File: config.mk
export PLATFORM = sky130hd
export DESIGN_NAME = i2c_recv_arbiter
export DESIGN_NICKNAME = d
export VERILOG_FILES = /design/src/rtl/i2c_recv_arbiter.sv
export SDC_FILE = /design/constraint.sdc
export NUM_CORES = 1
export LEC_CHECK = 0
export ABC_AREA = 1
export BUFFER_PORTS_ARGS = -buffer_cell sky130_fd_sc_hd__buf_2
export CORE_AREA = 2 2 72 125
export DETAILED_ROUTE_END_ITERATION = 6
export DIE_AREA = 0 0 74 127
export PLACE_DENSITY = 0.73
export RECOVER_POWER = 50
export SYNTH_ARGS = -nofsm -noshare
export SYNTH_HDL_FRONTEND = slang
export SYNTH_SLANG_ARGS = --single-unit
File: constraint.sdc
create_clock -name clk -period 2.3 [get_ports clk]
set_input_delay 0.345 -clock clk [delete_from_list [all_inputs] [get_ports clk]]
set_output_delay 0.345 -clock clk [all_outputs]
set_load 0.05 [all_outputs]
File: src/rtl/i2c_recv_arbiter.sv
// i2c_recv_arbiter: round-robin arbiter sharing one I2C receive master between
// NUM_REQ register-read clients, with launch timeout and master-local reset.
`default_nettype none

module i2c_recv_arbiter #(
  parameter int NUM_REQ     = 4,
  parameter int TIMEOUT_CYC = 20000,
  parameter int GAP_CYC     = 16,
  parameter int MRST_CYC    = 4
) (
  input  logic                 clk,
  input  logic                 rst_n,
  input  logic [NUM_REQ-1:0]   i_req,
  input  logic [7*NUM_REQ-1:0] i_dev_addr,
  input  logic [8*NUM_REQ-1:0] i_reg_addr,
  output logic [NUM_REQ-1:0]   o_gnt,
  output logic [NUM_REQ-1:0]   o_rsp_valid,
  output logic [7:0]           o_rsp_data,
  output logic                 o_rsp_err,
  output logic                 o_busy,
  output logic                 o_m_recv_en,
  output logic [6:0]           o_m_dev_addr,
  output logic [7:0]           o_m_data_addr,
  output logic                 o_m_rst_n,
  input  logic                 i_m_done,
  input  logic [7:0]           i_m_read_data
);

  localparam int LW = (NUM_REQ > 1) ? $clog2(NUM_REQ) : 1;
  localparam int TW = $clog2(TIMEOUT_CYC + 1);
  localparam int GW = $clog2(GAP_CYC + 1);
  localparam int MW = $clog2(MRST_CYC + 1);
  localparam logic [TW-1:0] TMAX = TW'(TIMEOUT_CYC - 1);
  localparam logic [GW-1:0] GMAX = GW'(GAP_CYC - 1);

  typedef enum logic [1:0] {
    S_IDLE  = 2'd0,
    S_START = 2'd1,
    S_WAIT  = 2'd2,
    S_GAP   = 2'd3
  } state_t;

  state_t             r_state;
  logic [LW-1:0]      r_last;
  logic [TW-1:0]      r_tcnt;
  logic [GW-1:0]      r_gcnt;
  logic [MW-1:0]      r_mcnt;
  logic [NUM_REQ-1:0] r_gnt;
  logic [NUM_REQ-1:0] r_rsp_valid;
  logic [7:0]         r_rsp_data;
  logic               r_rsp_err;
  logic               r_busy;
  logic               r_recv_en;
  logic [6:0]         r_dev;
  logic [7:0]         r_reg;
  logic               r_mrst_n;

  logic               w_found;
  logic [LW-1:0]      w_win;
  logic [6:0]         w_dev;
  logic [7:0]         w_reg;

  function automatic logic [LW-1:0] f_rot(input logic [LW-1:0] base, input int off);
    int s;
    s = int'(base) + off;
    if (s >= NUM_REQ) s = s - NUM_REQ;
    return s[LW-1:0];
  endfunction

  // Scan from farthest to nearest so the requester closest after r_last wins.
  always_comb begin
    w_found = 1'b0;
    w_win   = '0;
    for (int i = NUM_REQ; i >= 1; i--) begin
      if (i_req[f_rot(r_last, i)]) begin
        w_found = 1'b1;
        w_win   = f_rot(r_last, i);
      end
    end
    w_dev = '0;
    w_reg = '0;
    for (int k = 0; k < NUM_REQ; k++) begin
      if (w_win == LW'(k)) begin
        w_dev = i_dev_addr[7*k +: 7];
        w_reg = i_reg_addr[8*k +: 8];
      end
    end
  end

  always_ff @(posedge clk or negedge rst_n) begin
    if (!rst_n) begin
      r_state     <= S_IDLE;
      r_last      <= LW'(NUM_REQ - 1);
      r_tcnt      <= '0;
      r_gcnt      <= '0;
      r_mcnt      <= '0;
      r_gnt       <= '0;
      r_rsp_valid <= '0;
      r_rsp_data  <= 8'h00;
      r_rsp_err   <= 1'b0;
      r_busy      <= 1'b0;
      r_recv_en   <= 1'b0;
      r_dev       <= '0;
      r_reg       <= '0;
      r_mrst_n    <= 1'b0;
    end else begin
      r_recv_en   <= 1'b0;
      r_rsp_valid <= '0;
      // Master reset countdown; a zero count also releases it after rst_n.
      if (!r_mrst_n) begin
        if (r_mcnt == '0) r_mrst_n <= 1'b1;
        else              r_mcnt   <= r_mcnt - MW'(1);
      end
      case (r_state)
        S_IDLE: begin
          if (w_found) begin
            r_gnt        <= '0;
            r_gnt[w_win] <= 1'b1;
            r_dev        <= w_dev;
            r_reg        <= w_reg;
            r_last       <= w_win;
            r_busy       <= 1'b1;
            r_state      <= S_START;
          end
        end
        S_START: begin
          r_recv_en <= 1'b1;
          r_tcnt    <= '0;
          r_state   <= S_WAIT;
        end
        S_WAIT: begin
          if (i_m_done) begin
            r_rsp_valid <= r_gnt;
            r_rsp_data  <= i_m_read_data;
            r_rsp_err   <= 1'b0;
            r_gnt       <= '0;
            r_gcnt      <= '0;
            r_state     <= S_GAP;
          end else if (r_tcnt == TMAX) begin
            r_rsp_valid <= r_gnt;
            r_rsp_data  <= 8'h00;
            r_rsp_err   <= 1'b1;
            r_gnt       <= '0;
            r_gcnt      <= '0;
            r_mrst_n    <= 1'b0;
            r_mcnt      <= MW'(MRST_CYC - 1);
            r_state     <= S_GAP;
          end else begin
            r_tcnt <= r_tcnt + TW'(1);
          end
        end
        S_GAP: begin
          if (r_gcnt == GMAX) begin
            if (r_mrst_n) begin
              r_busy  <= 1'b0;
              r_state <= S_IDLE;
            end
          end else begin
            r_gcnt <= r_gcnt + GW'(1);
          end
        end
        default: r_state <= S_IDLE;
      endcase
    end
  end

  assign o_gnt         = r_gnt;
  assign o_rsp_valid   = r_rsp_valid;
  assign o_rsp_data    = r_rsp_data;
  assign o_rsp_err     = r_rsp_err;
  assign o_busy        = r_busy;
  assign o_m_recv_en   = r_recv_en;
  assign o_m_dev_addr  = r_dev;
  assign o_m_data_addr = r_reg;
  assign o_m_rst_n     = r_mrst_n;

endmodule

`default_nettype wire

Word level (Yosys, flattened, before mapping)
Cells that the tools add are included.

word-level totals
  register bits after elaboration = 62
  latch bits = 0
  memory bits (writable) = 0
  memory bits (read-only) = 0
  word-level logic and storage cells = 135
  memories = 0

cells by class
  $add $sub $neg = 11
  multipliers = 0
  div/mod/pow operators = 0
  order comparisons = 10
  equal/unequal tests = 15
  shifts and indexed selects = 0
  mux-type cells = 69
  bitwise gates (word level) = 0
  reduce and logical (&&, ||, !) cells = 16

operators by type and width
  kind                                                         number
  two-way mux 8 bit                                            6
  two-way mux 15 bit                                           2
  case mux 15 bit (2 select lines)                             1
  two-way mux 7 bit                                            4
  two-way mux 2 bit                                            13
  two-way mux 4 bit                                            6
  two-way mux 1 bit                                            20
  adder 15 x 1 -> 15 bit (second input constant)               1
  equality test 15 bit (second input constant)                 1
  less-than comparator 2 x 3 -> 1 bit (second input constant)  5
  two-way mux 3 bit                                            5
  two-way mux 5 bit                                            3
  != test 2 bit (second input constant)                        6
  case mux 5 bit (2 select lines)                              1
  nonzero test 2 bit                                           5
  >= comparator 3 bit (second input constant)                  3
  AND reduction 3 bit                                          3
  binary-select mux 1 bit (select 2 bit)                       4
  equality test 2 bit (second input constant)                  4
  case mux 2 bit (4 select lines)                              1
  case mux 4 bit (2 select lines)                              1
  AND reduction 4 bit                                          2
  subtractor 2 x 1 -> 2 bit (second input constant)            4
  adder 2 x 2 -> 3 bit (second input constant)                 2
  other kinds (15)                                             18

Depth between registers and ports, before layout
  depth after elaboration = 15
  depth in mapped cells = 16
  depth with buffers taken out = 15

Least setup slack after synthesis
Ideal clock, no wire load.

  path type = reg2reg
  start point = register r_tcnt[0]
  end point = register r_tcnt[10]
  setup time = 0.095 ns
  arrival time = 1.713 ns
  data required time = 2.205 ns
  path slack = 0.491 ns
  stages on the path, launching flop included = 12
  clock period less this slack = 1.809 ns
  path through = dfrtp_1 ha_1 nand3_1 inv_1 nand2_2 nor2_1 a21oi_2 nand2_2 nand2_2 inv_1 buf_4 o31ai_1

on the way
  word-level cells in the longest chain between the ends = 4

RTL lines
  element                           RTL line  RTL
  start, declared                   45        logic [TW-1:0] r_tcnt;
  start signal, assigned            149       r_tcnt <= r_tcnt + TW'(1);
  adder 15 x 1 -> 15 bit            149
  two-way mux 15 bit                139       end else if (r_tcnt == TMAX) begin
  two-way mux 15 bit                132       if (i_m_done) begin
  case mux 15 bit (2 select lines)  114       case (r_state)

Parallel ways exist; a longest one is shown, timed or not. The select of a mux whose other input is x is not followed.
A chain may end at the register's enable or synchronous reset.

Worst setup path in the final report
  start point = register r_last[0]
  end point = register r_reg[3] (netlist: o_m_data_addr[3])

on the way
  word-level cells in the longest chain between the ends = 14

RTL lines
  element                                                                           RTL line  RTL
  start, declared                                                                   44        logic [LW-1:0] r_last;
  start signal, assigned                                                            93        r_last <= LW'(NUM_REQ - 1);
  start signal, assigned                                                            121       r_last <= w_win;
  adder 2 x 3 -> 4 bit                                                              65        s = int'(base) + off;
  >= comparator 4 x 3 -> 1 bit / subtractor 2 x 1 -> 2 bit (equally long branches)  66        if (s >= NUM_REQ) s = s - NUM_REQ;
  two-way mux 2 bit                                                                 66
  binary-select mux 1 bit (select 2 bit)                                            75        if (i_req[f_rot(r_last, i)]) begin
  two-way mux 1 bit (implied by the code)                                           75
  two-way mux 2 bit (4 in series)                                                   75
  logical NOT 2 bit                                                                 83        if (w_win == LW'(k)) begin
  two-way mux 8 bit (4 in series)                                                   83
  end signal, assigned                                                              120       r_reg <= w_reg;
  end, declared                                                                     55        logic [7:0] r_reg;

Parallel ways exist; a longest one is shown, timed or not. The select of a mux whose other input is x is not followed.

==> run_results.csv <==
group,metric,value,unit
run_status,outcome,"completed",
worst_setup_path,cpMostUsedCell,"nand2_1",
synthesis,synthArstFlopShare,100.0,%
synthesis,synth_fa_ha_area_share,3.064,%
clock_tree,cts_sinks,62,
cells_and_area,multi_input_area,1838,µm²
clock_tree,htreeDepth,3,
cells_and_area,final_common_cell,"nand2_1",
routing,drc,0,
power,powerDensity,1596,nW/µm²
routing,drt_iter0_markers,211,
synthesis,syn-num-nets,569,
timing,slew_headroom,6.541,%
routing,drt_first_pass_iters,5,
routing,wl,9818,µm
floorplan,fp-row-count,44,
cells_and_area,ff_latch_area,1554,µm²
worst_setup_path,endpoint_kind,"flop",
cells_and_area,final_cell_mix,"nand2_1 (175), buf_2 (92), dfrtp_1 (60)",
floorplan,die_h,127,µm
timing,timing.hold.ws,0.2529,ns
timing,rsz0062_at_grt,"no",
global_routing,grt_first_pass_wirelength,15750,µm
worst_setup_path,path_cells,"inv_1 > nand2_1 > nand2_2 > nand2_1 > nand2_1 > nand2_1 > nand2_4 > inv_4 > nor2_4 > buf_4 > nand2_1 > nand2_1 > nand2_1 > nand2_1",
timing,finalSetupViolCount,0,
global_routing,grt_usage,21.63,%
worst_setup_path,crit_required,2.51,ns
clock_tree,clock_latency,0.32,ns
global_routing,first_global_vias,3468,
floorplan,dieArea,9398,µm²
clock_tree,cts_tree,"done",
synthesis,synth-xor-area-share,1.907,%
synthesis,synthCells,485,
timing,timing.setup.tns,0,ns
synthesis,yosys_warnings,0,
worst_setup_path,criticalPathCategory,"reg -> reg",
cells_and_area,fin_nets,686,
synthesis,synth_mux_area_share,0,%
floorplan,fp.dieW,74,µm
synthesis,synth-seq-cells,62,
timing,drv_slew,0,
place,hpwl,7618,µm
worst_setup_path,cp_slowest_cell,"dfstp_2",
timing,max_slew.worst_pin.slew,1.402,ns
synthesis,synth_seq_area_share,42.29,%
worst_setup_path,slowest_delay,0.62,ns
worst_setup_path,critPathTopFamily,"simple AND/OR/NAND/NOR gates",
timing,hold_violations,0,
floorplan,ioPinCount,110,
worst_setup_path,crit_fanout,33,
cells_and_area,final_area,4612,µm²
cells_and_area,areaGrowthSynthToFinish,25.50,%
worst_setup_path,path_buf_inv,3,
routing,viasPerCell,5.000,
synthesis,synth_compound_area_share,11.07,%
routing,ant_nets,0,
timing,period_minus_slack,2.092,ns
global_routing,overflow,0,
power,leakagePower,2.434,nW
timing,fin_skew,0.006856,ns
synthesis,synth.distinct_cells,39,
synthesis,synth_edf_count,0,
power,ir_drop,0.6667,mV
power,power.total,0.007361,W
clock_tree,cts_buffers,9,
floorplan,initial_core_util,44.21,%
timing,fmax,478.1,MHz
cells_and_area,antenna_cells,0,
clock_tree,cts_buffer_depth,2,
clock_tree,root_buffer,"clkbuf_16",
floorplan,core-area,8313,µm²
clock_tree,clk_pin_slew,0.05,ns
global_routing,grt_max_degree,34,
flow_run,cap_violations,0,
timing,period_share,90.95,%
routing,wire_per_inst,13.60,µm
synthesis,synthSimpleGateAreaFrac,33.98,%
routing,vias,3610,
place,place.port_buffers,109,
place,placed_area,4340,µm²
worst_setup_path,arrival,2.30,ns
min_path,hp-class,"in -> reg",
synthesis,synth_area,3675,µm²
synthesis,synth_top_family_by_area,"simple AND/OR/NAND/NOR gates",
cells_and_area,drive_gt1_share,23.72,%
synthesis,ys.flop_type,"dfrtp_1",
cells_and_area,fillers,779,
global_routing,antenna_found_initial,0,
worst_setup_path,cp-start-kind,"flop",
clock_tree,holdBufCountCts,0,
synthesis,syn_area_per_cell,7.577,µm²
place,gp_congestion,0.9568,
[layout make-up]
type	count	share of cell area [%]
clock inverters	4	1.031
inverters	47	3.880
well taps	115	3.120
clock buffers	12	5.128
flip-flops and latches	62	33.70
repair buffers	120	13.29
multi-input cells	362	39.85
[flip-flops by register name, summed over array words and instances, names as in the netlist]
| name | count |
|---|---|
| r_mcnt | 3 |
| o_m_rst_n | 1 |
| o_rsp_valid | 4 |
| r_tcnt | 15 |
| o_rsp_data | 8 |
| o_rsp_err | 1 |
| o_m_data_addr | 8 |
| o_busy | 1 |
| r_gcnt | 5 |
| r_state | 2 |
| o_m_dev_addr | 7 |
| r_last | 2 |
| o_gnt | 4 |
| o_m_recv_en | 1 |
[where the power goes]
| group | switching, W | total [W] | internal, W |
|---|---|---|---|
| registers | 0.000237 | 0.00170 | 0.00147 |
| logic | 0.00310 | 0.00439 | 0.00130 |
| clock network | 0.000433 | 0.00127 | 0.000833 |
| total | 0.00377 | 0.00736 | 0.00360 |
[metal layers]
metal / up-vias / global-route usage [%] / routed length (µm)
li1: 1810 / - / -
met4: 0 / 8.984 / 221
met1: 1651 / 24.42 / 3914
met5: - / 0 / 0
met2: 134 / 38.60 / 5069
met3: 15 / 4.101 / 612
[metrics by stage]
step	util [%]	std cells	setup WS (ns)
2_1_floorplan	-	485	0.4914
3_3_place_gp	52.21	704	0.2992
3_5_place_dp	52.21	704	0.2025
4_1_cts	55.63	720	0.1770
5_1_grt	55.48	722	0.02577
6_report	55.48	722	0.2082
[worst register-to-register path, cell delays in order, from the launching register on]
cell and delay, ns:
dfstp_2 0.62, inv_1 0.14, nand2_1 0.10, nand2_2 0.07, nand2_1 0.10, nand2_1 0.06, nand2_1 0.10, nand2_4 0.10
inv_4 0.25, nor2_4 0.07, buf_4 0.16, nand2_1 0.05, nand2_1 0.05, nand2_1 0.05, nand2_1 0.05
[kinds of logic after synthesis]
group,count (synthesis)
xor+xnor,8
fa+ha+maj,9
flops,62
compound gates,63
buf+inv,61
simple gates,282
[path summary, 6_finish.rpt]
kind / from / end / slack, ns / cells after the start
setup / recovery: r_last[0] / o_m_data_addr[3] / 0.21 / 14
hold / removal: i_m_read_data[2] / o_rsp_data[2] / 0.25 / 2
setup reg to reg: r_last[0] / o_m_data_addr[3] / 0.21 / 14
hold reg to reg: o_m_data_addr[6] / o_m_data_addr[6] / 0.48 / 2
max in group asynchronous: rst_n / r_tcnt[0] / 0.60 / 2
min in group asynchronous: rst_n / o_m_dev_addr[5] / 0.34 / 1
[Yosys cell counts (2+ instances only)]
cell type,n,share of area [%]
nand4_1,10,1.7
a22o_1,9,2.1
nor4_1,3,0.51
or2_0,13,2.2
inv_2,3,0.31
o21ai_0,26,3.5
nand2_1,175,18
nand3_2,2,0.54
o21ai_1,7,0.95
o31ai_1,4,0.82
clkbuf_1,2,0.20
buf_6,5,1.5
buf_2,5,0.68
nand2_2,10,1.7
ha_1,9,3.1
o32ai_1,4,0.95
a21oi_1,5,0.68
or2_2,2,0.34
nor3_1,4,0.54
buf_4,2,0.41
dfrtp_1,60,41
dfstp_2,2,1.4
nand2_4,3,0.92
nand3_1,31,4.2
inv_1,43,4.4
nor2_1,26,2.7
xor2_1,8,1.9
[repair_timing]
item / in CTS / in global routing
hold endpoints to repair: 0 / 0
gates resized for setup: 0 / 1
endpoints found under the setup margin: 0 / 9
buffers inserted: 0 / 2
Note: power is estimated with default switching activity, not from simulation.
